[config.mk]
export PLATFORM = sky130hd
export DESIGN_NAME = inst_fetch_unit
export DESIGN_NICKNAME = d
export VERILOG_FILES = /design/src/rtl/inst_fetch_unit_pkg.sv /design/src/rtl/inst_fetch_unit.sv
export SDC_FILE = /design/constraint.sdc
export NUM_CORES = 1
export LEC_CHECK = 0
export CAP_MARGIN = 30
export CORE_UTILIZATION = 48
export CTS_CLUSTER_DIAMETER = 200
export CTS_CLUSTER_SIZE = 12
export DETAILED_ROUTE_END_ITERATION = 7
export GPL_ROUTABILITY_DRIVEN = 0
export HOLD_SLACK_MARGIN = 0.02
export PLACE_DENSITY = 0.85
export SYNTH_ARGS = -nofsm -noshare
export SYNTH_HDL_FRONTEND = slang
export SYNTH_SLANG_ARGS = --single-unit
[constraint.sdc]
create_clock -name clk -period 4.02 [get_ports clk]
set_input_delay 0.804 -clock clk [delete_from_list [all_inputs] [get_ports clk]]
set_output_delay 0.804 -clock clk [all_outputs]
set_load 0.02 [all_outputs]
[src/rtl/inst_fetch_unit_pkg.sv]
// Shared definitions for the instruction-fetch stage: fetch FSM encodings,
// sequential PC increment and the default reset vector.
package inst_fetch_unit_pkg;

  typedef enum logic [1:0] {
    FS_IDLE    = 2'd0,
    FS_FETCH   = 2'd1,
    FS_HOLD    = 2'd2,
    FS_DISCARD = 2'd3
  } fetch_state_e;

  localparam int          PC_INC           = 4;
  localparam logic [31:0] DEFAULT_RESET_PC = 32'h0000_0000;

endpackage

[src/rtl/inst_fetch_unit.sv]
// Instruction-fetch stage: PC generation, single-outstanding imem handshake,
// one-entry hold buffer under decode stall, and redirect-while-outstanding discard.
module inst_fetch_unit
  import inst_fetch_unit_pkg::*;
#(
  parameter int                    DATA_WIDTH = 32,
  parameter logic [DATA_WIDTH-1:0] RESET_PC   = DATA_WIDTH'(DEFAULT_RESET_PC)
) (
  input  logic                  clk,
  input  logic                  rst_n,
  input  logic                  stall,
  input  logic                  redirect,
  input  logic [DATA_WIDTH-1:0] redirect_pc,
  input  logic                  exc_redirect,
  input  logic [DATA_WIDTH-1:0] exc_pc,
  output logic                  imem_req,
  output logic [DATA_WIDTH-1:0] imem_addr,
  input  logic                  imem_ack,
  input  logic [DATA_WIDTH-1:0] imem_rdata,
  output logic [DATA_WIDTH-1:0] pc_out,
  output logic [DATA_WIDTH-1:0] inst_out,
  output logic                  bubble_out
);

  fetch_state_e          r_state, w_state_nxt;
  logic [DATA_WIDTH-1:0] r_pc, w_pc_nxt;
  logic [DATA_WIDTH-1:0] r_pend_pc, w_pend_pc_nxt;
  logic [DATA_WIDTH-1:0] r_hold_inst, w_hold_inst_nxt;
  logic                  w_redir;
  logic [DATA_WIDTH-1:0] w_target;

  // Sequential successor; wraps modulo 2^DATA_WIDTH by construction.
  function automatic logic [DATA_WIDTH-1:0] seq_pc(input logic [DATA_WIDTH-1:0] pc);
    return pc + DATA_WIDTH'(PC_INC);
  endfunction

  assign w_redir   = exc_redirect | redirect;
  assign w_target  = exc_redirect ? exc_pc : redirect_pc;
  assign imem_addr = r_pc;

  always_comb begin
    w_state_nxt     = r_state;
    w_pc_nxt        = r_pc;
    w_pend_pc_nxt   = r_pend_pc;
    w_hold_inst_nxt = r_hold_inst;
    imem_req        = 1'b0;
    bubble_out      = 1'b1;
    pc_out          = '0;
    inst_out        = '0;

    unique case (r_state)
      FS_IDLE: begin
        w_state_nxt = FS_FETCH;
        if (w_redir) w_pc_nxt = w_target;
      end

      FS_FETCH: begin
        imem_req = 1'b1;
        if (imem_ack) begin
          if (w_redir) begin
            w_pc_nxt = w_target;
          end else begin
            bubble_out = 1'b0;
            pc_out     = r_pc;
            inst_out   = imem_rdata;
            if (stall) begin
              // Decode is presented the word now but will not take it; keep a copy.
              w_hold_inst_nxt = imem_rdata;
              w_state_nxt     = FS_HOLD;
            end else begin
              w_pc_nxt = seq_pc(r_pc);
            end
          end
        end else if (w_redir) begin
          w_pend_pc_nxt = w_target;
          w_state_nxt   = FS_DISCARD;
        end
      end

      FS_HOLD: begin
        if (w_redir) begin
          w_pc_nxt    = w_target;
          w_state_nxt = FS_FETCH;
        end else begin
          bubble_out = 1'b0;
          pc_out     = r_pc;
          inst_out   = r_hold_inst;
          if (!stall) begin
            w_pc_nxt    = seq_pc(r_pc);
            w_state_nxt = FS_FETCH;
          end
        end
      end

      FS_DISCARD: begin
        // Old request stays on the bus until memory answers; its data is thrown away.
        imem_req = 1'b1;
        if (w_redir) w_pend_pc_nxt = w_target;
        if (imem_ack) begin
          w_pc_nxt    = w_redir ? w_target : r_pend_pc;
          w_state_nxt = FS_FETCH;
        end
      end

      default: w_state_nxt = FS_IDLE;
    endcase
  end

  always_ff @(posedge clk or negedge rst_n) begin
    if (!rst_n) begin
      r_state     <= FS_IDLE;
      r_pc        <= RESET_PC;
      r_hold_inst <= '0;
    end else begin
      r_state     <= w_state_nxt;
      r_pc        <= w_pc_nxt;
      r_hold_inst <= w_hold_inst_nxt;
    end
  end

  always_ff @(posedge clk) begin
    r_pend_pc <= w_pend_pc_nxt;
  end

endmodule

==> report_table.html, run 1 <==
<table>
<tr><th>Metric</th><th>Value</th></tr>
<tr><th colspan="2">Critical path</th></tr>
<tr><td>Crit Path Class</td><td>reg -&gt; out</td></tr>
<tr><td>Launch instance of the worst register-to-register path</td><td>r_state[0]</td></tr>
<tr><td>Number of cells on the worst reg-to-reg path</td><td>8</td></tr>
<tr><td>Peak fanout along the critical path</td><td>33</td></tr>
<tr><td>Critical path endpoint category</td><td>output pin</td></tr>
<tr><td>Critical path destination</td><td>inst_out[6]</td></tr>
<tr><td>Worst Path Arrival</td><td>2.85 ns</td></tr>
<tr><td>Data required, critical path</td><td>3.22 ns</td></tr>
<tr><td>Startpoint type of the worst setup path</td><td>flip-flop</td></tr>
<tr><td>Launch point of the worst path</td><td>r_state[1]</td></tr>
<tr><td>Register-to-Register Setup Slack</td><td>1.05 ns</td></tr>
<tr><td>End of the worst register-to-register path</td><td>imem_addr[15]</td></tr>
<tr><th colspan="2">Routing</th></tr>
<tr><td>Via count of the routed design</td><td>6,653</td></tr>
<tr><td>Antenna violation net count after detailed routing</td><td>0</td></tr>
<tr><td>Count of unresolved DRC violations after routing</td><td>0</td></tr>
<tr><td>Violation count after the first detailed-routing iteration</td><td>794</td></tr>
<tr><td>Wirelength per Cell</td><td>19.2 µm</td></tr>
<tr><td>Number of search-and-repair iterations in the first detailed-routing pass</td><td>6</td></tr>
<tr><td>Mean number of vias per cell</td><td>6.14</td></tr>
<tr><td>Total wire length</td><td>20,800 µm</td></tr>
<tr><th colspan="2">Finish</th></tr>
<tr><td>Finished Core Util</td><td>68.1%</td></tr>
<tr><td>Leading cell type in the layout, fill and taps excluded</td><td>clkdlybuf4s50_1</td></tr>
<tr><td>Post-Layout Inst Area</td><td>9160 µm²</td></tr>
<tr><td>Post-route non-filler standard cell count</td><td>1,084</td></tr>
<tr><td>Layout Nets</td><td>1,011</td></tr>
<tr><td>Layout cell share with drive strength beyond 1</td><td>12.3%</td></tr>
<tr><td>Number of antenna repair diodes</td><td>0</td></tr>
<tr><td>Signed area change from the synthesized netlist to the final layout</td><td>36.0%</td></tr>
<tr><td>Top library cells by usage in the layout, fill and taps aside</td><td>clkdlybuf4s50_1 (196), dfrtp_1 (66), nand2_1 (62)</td></tr>
<tr><th colspan="2">Floorplan</th></tr>
<tr><td>Die outline area</td><td>14,500 µm²</td></tr>
<tr><td>Placeable core area</td><td>13,500 µm²</td></tr>
<tr><td>I/O pin cnt</td><td>200</td></tr>
<tr><td>Row cnt</td><td>42</td></tr>
<tr><td>Die W</td><td>120 µm</td></tr>
<tr><td>Overall die height</td><td>120 µm</td></tr>
<tr><td>Initial core utilization</td><td>50.1%</td></tr>
<tr><th colspan="2">GRT</th></tr>
<tr><td>Global-route wire length before repair</td><td>roughly 33,000 µm</td></tr>
<tr><td>Vias in the first global route</td><td>6,218</td></tr>
<tr><td>Number of antenna violations at the first check in global routing</td><td>0</td></tr>
<tr><td>Aggregate global-route resource usage</td><td>29.0%</td></tr>
<tr><td>Overflow left after global routing</td><td>0</td></tr>
<tr><td>Pin count of the biggest net entering global routing</td><td>52</td></tr>
<tr><th colspan="2">Timing</th></tr>
<tr><td>Max frequency</td><td>274 MHz</td></tr>
<tr><td>Final total negative setup slack</td><td>0 ns</td></tr>
<tr><td>Post-route worst setup slack</td><td>0.364 ns</td></tr>
<tr><td>Worst clock skew</td><td>a little under 0.01 ns</td></tr>
<tr><td>Final setup fails</td><td>0</td></tr>
<tr><td>Period Utilization, post-route</td><td>90.9%</td></tr>
<tr><td>RSZ-0062 raised after global routing</td><td>false</td></tr>
<tr><td>Slew of the pin with the lowest slew margin</td><td>1.03 ns</td></tr>
<tr><td>Final Hold Viols</td><td>0</td></tr>
<tr><td>Relative slew slack</td><td>31.1%</td></tr>
<tr><td>Max Slew Vio Count</td><td>0</td></tr>
<tr><td>Clock period minus worst slack</td><td>approximately 3.7 ns</td></tr>
<tr><th colspan="2">Yosys</th></tr>
<tr><td>Dominant combinational cell family by area after synthesis</td><td>compound AO/OA/AOI/OAI gates</td></tr>
<tr><td>Yosys warning count</td><td>0</td></tr>
<tr><td>Nets in the synthesized netlist</td><td>839</td></tr>
<tr><td>Average footprint of a synthesized cell</td><td>9.22 µm²</td></tr>
<tr><td>Simple-gate share of the synthesized area</td><td>18.7%</td></tr>
<tr><td>Cell type with the highest aggregate area in the netlist</td><td>dfrtp_1</td></tr>
<tr><td>Sequential element share of the synthesized area</td><td>38.8%</td></tr>
<tr><td>Most frequently used flop master after synthesis</td><td>dfrtp_1</td></tr>
<tr><td>Cell area after synthesis</td><td>just under 7000 µm²</td></tr>
<tr><td>Synthesized-area fraction occupied by xor and xnor cells</td><td>0.910%</td></tr>
<tr><td>Top cell type's share of synthesized area</td><td>around 25%</td></tr>
<tr><td>Number of synthesized flops with an enable pin</td><td>32</td></tr>
<tr><td>Share of the synthesized area in compound gates (AO/OA/AOI/OAI)</td><td>23.0%</td></tr>
<tr><td>Fraction of registers with async set/reset</td><td>67.3%</td></tr>
<tr><td>Arithmetic-cell share of the synthesized area counting full adders, half adders and majority gates</td><td>around 1.1%</td></tr>
<tr><td>Share of synthesized area spent on multiplexers</td><td>12.1%</td></tr>
<tr><td>Number of instances in the synthesized netlist</td><td>731</td></tr>
<tr><td>Cells taking the most area after synthesis</td><td>dfrtp_1 (25%), edfxtp_1 (14%), mux2_2 (6.9%)</td></tr>
<tr><td>Post-synthesis register bit count</td><td>98</td></tr>
<tr><td>Distinct cell type count of the synthesized netlist</td><td>74</td></tr>
<tr><th colspan="2">Clock tree</th></tr>
<tr><td>Buffers inserted during post-CTS setup optimization</td><td>0</td></tr>
<tr><td>CTS H-tree depth</td><td>3</td></tr>
<tr><td>Clock network latency to the later pin of the worst-skew pair</td><td>0.36 ns</td></tr>
<tr><td>Buffers from clock root to sink, at most</td><td>2</td></tr>
<tr><td>Resized Gates After CTS</td><td>0</td></tr>
<tr><td>TritonCTS Sinks</td><td>98</td></tr>
<tr><td>TritonCTS buffer count</td><td>9</td></tr>
<tr><td>TritonCTS clock tree</td><td>yes</td></tr>
<tr><td>Hold-fix buffers at CTS</td><td>0</td></tr>
<tr><td>Clock transition at the registers of the reported paths</td><td>0.07 ns</td></tr>
<tr><td>Buffer cell driving the clock tree root</td><td>clkbuf_16</td></tr>
<tr><th colspan="2">Power and ir drop</th></tr>
<tr><td>Static Leakage</td><td>3.52 nW</td></tr>
<tr><td>Total power divided by cell area</td><td>679 nW/µm²</td></tr>
<tr><td>Worst-case vdd ir drop</td><td>~0.35 mV</td></tr>
<tr><th colspan="2">Hold path</th></tr>
<tr><td>Path class of the lowest-slack min-delay path</td><td>in -&gt; async</td></tr>
<tr><th colspan="2">Place</th></tr>
<tr><td>Placement Setup Slack</td><td>between 0.5 and 0.6 ns</td></tr>
<tr><td>Dpl cells</td><td>~1,100</td></tr>
<tr><td>Port bufs</td><td>199</td></tr>
<tr><td>Area of placed instances</td><td>8840 µm²</td></tr>
<tr><td>DP HPWL</td><td>about 15,000 µm</td></tr>
<tr><th colspan="2">Flow run</th></tr>
<tr><td>Max-cap viol count</td><td>0</td></tr>
<tr><th colspan="2">Outcome</th></tr>
<tr><td>Run status</td><td>completed</td></tr>
</table>
## routing by layer
metal / track usage [%] / share of wire (%) / vias up
li1: - / - / 3072
met1: 38.8 / 42 / 3200
met2: 45.8 / 47 / 333
met3: 5.71 / 8.2 / 48
met4: 12.3 / 3.3 / 0
met5: 0 / 0 / -
## layout make-up
type                    instances  area [µm²]
clock buffers                  13         293
clock inverters                 3        26.3
fillers                      1044        4290
inverters                      22        82.6
multi-input cells             550        3780
flip-flops and latches         98        2610
well taps                     176         220
repair buffers                222        2150
## registers in the layout, indices dropped and copies added (netlist names)
signal / cells
imem_addr: 32
r_hold_inst: 32
r_pend_pc: 32
r_state: 2
## metrics by stage
stage / hold WS [ns] / total power [mW]
floorplan: 0.480 / 4.04
global placement: 0.489 / 5.18
detailed placement: 0.493 / 5.24
CTS: 0.509 / 6.18
global route: 0.515 / 6.57
finish: 0.507 / 6.22
## cells by family (layout without fill, tap and decap cells)
group / after synthesis / after routing
AOI/OAI and AO/OA: 224 / 224
buffers and inverters: 83 / 260
adders and majority gates: 6 / 6
xor gates and xnor gates: 7 / 7
DFF: 98 / 98
and+or+nand+nor: 237 / 237
muxes: 76 / 76
## report_power, final
group | switching, mW | total (mW) | internal (mW)
Sequential | 0.474 | 2.04 | 1.56
Combinational | 1.77 | 3.26 | 1.49
Clock | 0.403 | 0.921 | 0.518
## synthesized netlist by cell type, types with 3 or more instances
library cell,number
o21ai_0,55
o211ai_1,6
a21oi_1,32
a211o_1,3
buf_2,5
a32o_1,10
nand4_1,9
mux2_2,41
nand2b_1,6
mux2i_1,35
xor2_1,5
clkbuf_8,3
a22o_1,4
dfrtp_1,66
nand3_1,17
o21a_1,4
a221oi_1,15
o2bb2ai_1,4
inv_1,21
and3_1,7
nor3_1,9
a211oi_1,5
or2_2,11
o31ai_1,12
ha_1,6
a31oi_1,7
edfxtp_1,32
a21o_1,3
nor2b_1,33
and2_1,31
o31a_1,3
buf_1,7
nand2_1,62
or4_1,3
a22oi_1,32
clkbuf_1,42
a31o_2,6
nor4_1,6
nor2_1,30
## worst min-delay path by stage
stage	startpoint	end	slack, ns	cells after the start
6_report	rst_n	r_hold_inst[19]	0.51	1
5_1_grt	r_hold_inst[9]	r_hold_inst[9]	0.51	1
4_1_cts	r_hold_inst[18]	r_hold_inst[18]	0.51	1
3_5_place_dp	r_hold_inst[21]	r_hold_inst[21]	0.49	1
3_3_place_gp	r_hold_inst[0]	r_hold_inst[0]	0.49	1
2_1_floorplan	r_hold_inst[5]	r_hold_inst[5]	0.48	1
## worst max-delay path: stages (launching register included)
cell	delay (ns)
dfrtp_1	0.40
inv_1	0.13
ha_1	0.43
and3_1	0.23
buf_4	0.33
a22oi_1	0.16
nor2b_1	0.17
clkdlybuf4s50_1	0.62
No activity file was read; power rests on OpenSTA's default activity.
==> run 2: changes to the inputs <==
--- a/config.mk
+++ b/config.mk
@@ -6,6 +6,7 @@
 export NUM_CORES = 1
 export LEC_CHECK = 0
 export CAP_MARGIN = 30
+export CORE_ASPECT_RATIO = 0.9
 export CORE_UTILIZATION = 48
 export CTS_CLUSTER_DIAMETER = 200
 export CTS_CLUSTER_SIZE = 12
==> run 2 against run 1 <==
Effect of this change: global-route usage is 0.34 points lower; sequential share of layout area is 0.15 points higher; register-to-register slack better by 0.13 ns; critical endpoint is now pc_out[0]; highest routed layer unchanged.
==> report_table.html, run 2 (same netlist as run 1, synthesis figures left out) <==
<table>
<tr><th>Metric</th><th>Value</th></tr>
<tr><th colspan="2">Outcome</th></tr>
<tr><td>Run status</td><td>completed</td></tr>
<tr><th colspan="2">Critical path</th></tr>
<tr><td>Worst Path Arrival</td><td>2.96 ns (+0.11 ns)</td></tr>
<tr><td>Standard cell with the maximum stage delay on the critical path</td><td>clkdlybuf4s50_1</td></tr>
<tr><td>Delay of the slowest cell on the worst path</td><td>0.61 ns (about the same)</td></tr>
<tr><td>Startpoint type of the worst setup path</td><td>flip-flop</td></tr>
<tr><td>Data required, critical path</td><td>3.22 ns (about the same)</td></tr>
<tr><td>Peak fanout along the critical path</td><td>22 (-33%)</td></tr>
<tr><td>Cell chain of the critical path</td><td>inv_1 &gt; ha_1 &gt; or3b_2 &gt; nor2_2 &gt; buf_4 &gt; and2_1 &gt; clkdlybuf4s50_1</td></tr>
<tr><td>Critical path endpoint category</td><td>output pin</td></tr>
<tr><td>CP top delay family</td><td>buffers and inverters</td></tr>
<tr><td>Crit Path Class</td><td>reg -&gt; out</td></tr>
<tr><td>Number of buffer and inverter instances along the worst setup path</td><td>3 (unchanged)</td></tr>
<tr><th colspan="2">Routing</th></tr>
<tr><td>Wirelength per Cell</td><td>19.1 µm (-0.57%)</td></tr>
<tr><td>Mean number of vias per cell</td><td>6.14 (about the same)</td></tr>
<tr><td>Count of unresolved DRC violations after routing</td><td>0 (unchanged)</td></tr>
<tr><td>Number of search-and-repair iterations in the first detailed-routing pass</td><td>5 (-1)</td></tr>
<tr><td>Antenna violation net count after detailed routing</td><td>0 (unchanged)</td></tr>
<tr><td>Violation count after the first detailed-routing iteration</td><td>639 (-20%)</td></tr>
<tr><td>Total wire length</td><td>20,600 µm (-1.3%)</td></tr>
<tr><td>Via count of the routed design</td><td>6,607 (-0.69%)</td></tr>
<tr><th colspan="2">GRT</th></tr>
<tr><td>Vias in the first global route</td><td>6,193 (-0.40%)</td></tr>
<tr><td>Pin count of the biggest net entering global routing</td><td>52 (unchanged)</td></tr>
<tr><td>Number of antenna violations at the first check in global routing</td><td>1 (+1)</td></tr>
<tr><td>Global-route wire length before repair</td><td>32,400 µm (-2.4%)</td></tr>
<tr><td>Aggregate global-route resource usage</td><td>28.7% (-0.34 points)</td></tr>
<tr><td>Overflow left after global routing</td><td>0 (unchanged)</td></tr>
<tr><th colspan="2">Power and ir drop</th></tr>
<tr><td>Cell-internal power</td><td>3.49 mW (-2.3%)</td></tr>
<tr><td>Combinational Power Share</td><td>53.6% (+1.2 points)</td></tr>
<tr><td>Switching power total</td><td>2.62 mW (-1.3%)</td></tr>
<tr><td>PnR Total Power</td><td>6.10 mW (-1.9%)</td></tr>
<tr><td>Switching share of power</td><td>42.9% (+0.26 points)</td></tr>
<tr><td>Portion of total power attributed to the clock network</td><td>13.4% (-1.4 points)</td></tr>
<tr><td>Total power divided by cell area</td><td>670 nW/µm² (-1.3%)</td></tr>
<tr><td>Portion of total power attributed to sequential cells</td><td>33.0% (+0.2 points)</td></tr>
<tr><td>Static Leakage</td><td>3.49 nW (-0.76%)</td></tr>
<tr><td>Worst-case vdd ir drop</td><td>0.434 mV (+24%)</td></tr>
<tr><th colspan="2">Floorplan</th></tr>
<tr><td>Row cnt</td><td>40 (-4.8%)</td></tr>
<tr><td>I/O pin cnt</td><td>200 (unchanged)</td></tr>
<tr><td>Overall die height</td><td>114 µm (-5.0%)</td></tr>
<tr><td>Die W</td><td>127 µm (+5.3%)</td></tr>
<tr><td>Die outline area</td><td>14,500 µm² (about the same)</td></tr>
<tr><td>Initial core utilization</td><td>49.9% (-0.22 points)</td></tr>
<tr><td>Placeable core area</td><td>13,500 µm² (+0.45%)</td></tr>
<tr><th colspan="2">Clock tree</th></tr>
<tr><td>CTS H-tree depth</td><td>3 (unchanged)</td></tr>
<tr><td>Resized Gates After CTS</td><td>0 (unchanged)</td></tr>
<tr><td>Clock transition at the registers of the reported paths</td><td>0.06 ns (about the same)</td></tr>
<tr><td>Buffers inserted during post-CTS setup optimization</td><td>0 (unchanged)</td></tr>
<tr><td>Buffers from clock root to sink, at most</td><td>2 (unchanged)</td></tr>
<tr><td>TritonCTS clock tree</td><td>yes</td></tr>
<tr><td>TritonCTS buffer count</td><td>9 (unchanged)</td></tr>
<tr><td>Hold-fix buffers at CTS</td><td>0 (unchanged)</td></tr>
<tr><td>TritonCTS Sinks</td><td>98 (unchanged)</td></tr>
<tr><td>Buffer cell driving the clock tree root</td><td>clkbuf_16</td></tr>
<tr><td>Clock network latency to the later pin of the worst-skew pair</td><td>0.36 ns (about the same)</td></tr>
<tr><th colspan="2">Timing</th></tr>
<tr><td>Clock period minus worst slack</td><td>3.76 ns (+0.106 ns)</td></tr>
<tr><td>Final total negative setup slack</td><td>0 ns (unchanged)</td></tr>
<tr><td>Worst clock skew</td><td>0.00842 ns (-0.00149 ns)</td></tr>
<tr><td>Period Utilization, post-route</td><td>93.6% (+2.6 points)</td></tr>
<tr><td>Max Slew Vio Count</td><td>0 (unchanged)</td></tr>
<tr><td>Max frequency</td><td>266 MHz (-2.8%)</td></tr>
<tr><td>Slew of the pin with the lowest slew margin</td><td>0.797 ns (-0.236 ns)</td></tr>
<tr><td>RSZ-0062 raised after global routing</td><td>false</td></tr>
<tr><td>Relative slew slack</td><td>46.7% (+16 points)</td></tr>
<tr><td>Final Hold Viols</td><td>0 (unchanged)</td></tr>
<tr><td>Final setup fails</td><td>0 (unchanged)</td></tr>
<tr><th colspan="2">Flow run</th></tr>
<tr><td>Max-cap viol count</td><td>0 (unchanged)</td></tr>
<tr><th colspan="2">Hold path</th></tr>
<tr><td>Path class of the lowest-slack min-delay path</td><td>in -&gt; async</td></tr>
<tr><th colspan="2">Finish</th></tr>
<tr><td>Top library cells by usage in the layout, fill and taps aside</td><td>clkdlybuf4s50_1 (196), dfrtp_1 (66), nand2_1 (62)</td></tr>
<tr><td>Signed area change from the synthesized netlist to the final layout</td><td>35.3%</td></tr>
<tr><td>Layout Nets</td><td>1,010 (-0.099%)</td></tr>
<tr><td>Layout cell share with drive strength beyond 1</td><td>12.1% (-0.21 points)</td></tr>
<tr><td>Leading cell type in the layout, fill and taps excluded</td><td>clkdlybuf4s50_1</td></tr>
<tr><td>Number of inserted filler cells in the final layout</td><td>1,085 (+3.9%)</td></tr>
<tr><th colspan="2">Place</th></tr>
<tr><td>DP HPWL</td><td>14,500 µm (-0.22%)</td></tr>
<tr><td>Port bufs</td><td>199 (unchanged)</td></tr>
</table>
run 2: cell types whose count changed in the layout (fill, tap and decap cells not counted):
cell / previous run / this run
clkinv_4: 2 / 1
clkbuf_1: 1 / 2
buf_4: 23 / 21
inv_4: 0 / 1
clkinv_2: 0 / 1
clkinvlp_4: 0 / 1
diode_2: 0 / 1
inv_6: 1 / 0
buf_12: 0 / 1
clkbuf_16: 11 / 9
run 2: through the flow:
step	utilization, %	cell area, µm²	hold slack (ns)	cells	setup WS, ns
after floorplan	-	6740	0.480	731	0.838
after global placement	65.4	8840	0.488	1059	0.401
after detailed placement	65.4	8840	0.494	1059	0.356
after CTS	67.4	9110	0.478	1075	0.250
after global routing	67.5	9110	0.500	1076	0.103
final	67.5	9110	0.471	1076	0.258
run 2: cell type report:
cell class	instances	area, µm²	share of cell area [%]
Multi-Input combinational cell	550	3780	41.5
Clock inverter	4	27.5	0.302
Tap cell	168	210	2.31
Timing Repair Buffer	221	2150	23.6
Clock buffer	12	246	2.70
Antenna cell	1	2.50	0.0275
Sequential cell	98	2610	28.7
Inverter	22	82.6	0.906
run 2: worst paths after layout:
path                            startpoint              end  slack [ns]  cells after the start
setup / recovery                r_state[0]        pc_out[0]        0.26                      7
hold / removal                       rst_n  r_hold_inst[11]        0.47                      1
setup reg to reg                r_state[0]     imem_addr[8]        1.18                      8
hold reg to reg            r_hold_inst[16]  r_hold_inst[16]        0.51                      1
max in group asynchronous            rst_n   r_hold_inst[7]        2.54                      2
min in group clk           r_hold_inst[16]  r_hold_inst[16]        0.51                      1
run 2: power groups by stage:
stage	sequential, mW	combinational [mW]	clock [mW]
floorplan	2.07	1.96	0
global placement	2.00	3.17	0
detailed placement	2.01	3.22	0
CTS	2.00	3.25	0.830
global route	2.07	3.54	0.872
finish	2.01	3.27	0.819
run 2: per-layer routing:
metal	global-route usage [%]	share of wire [%]
met4	9.37	3.0
met2	45.8	46
met3	6.21	8.3
met5	0	0
met1	38.9	43
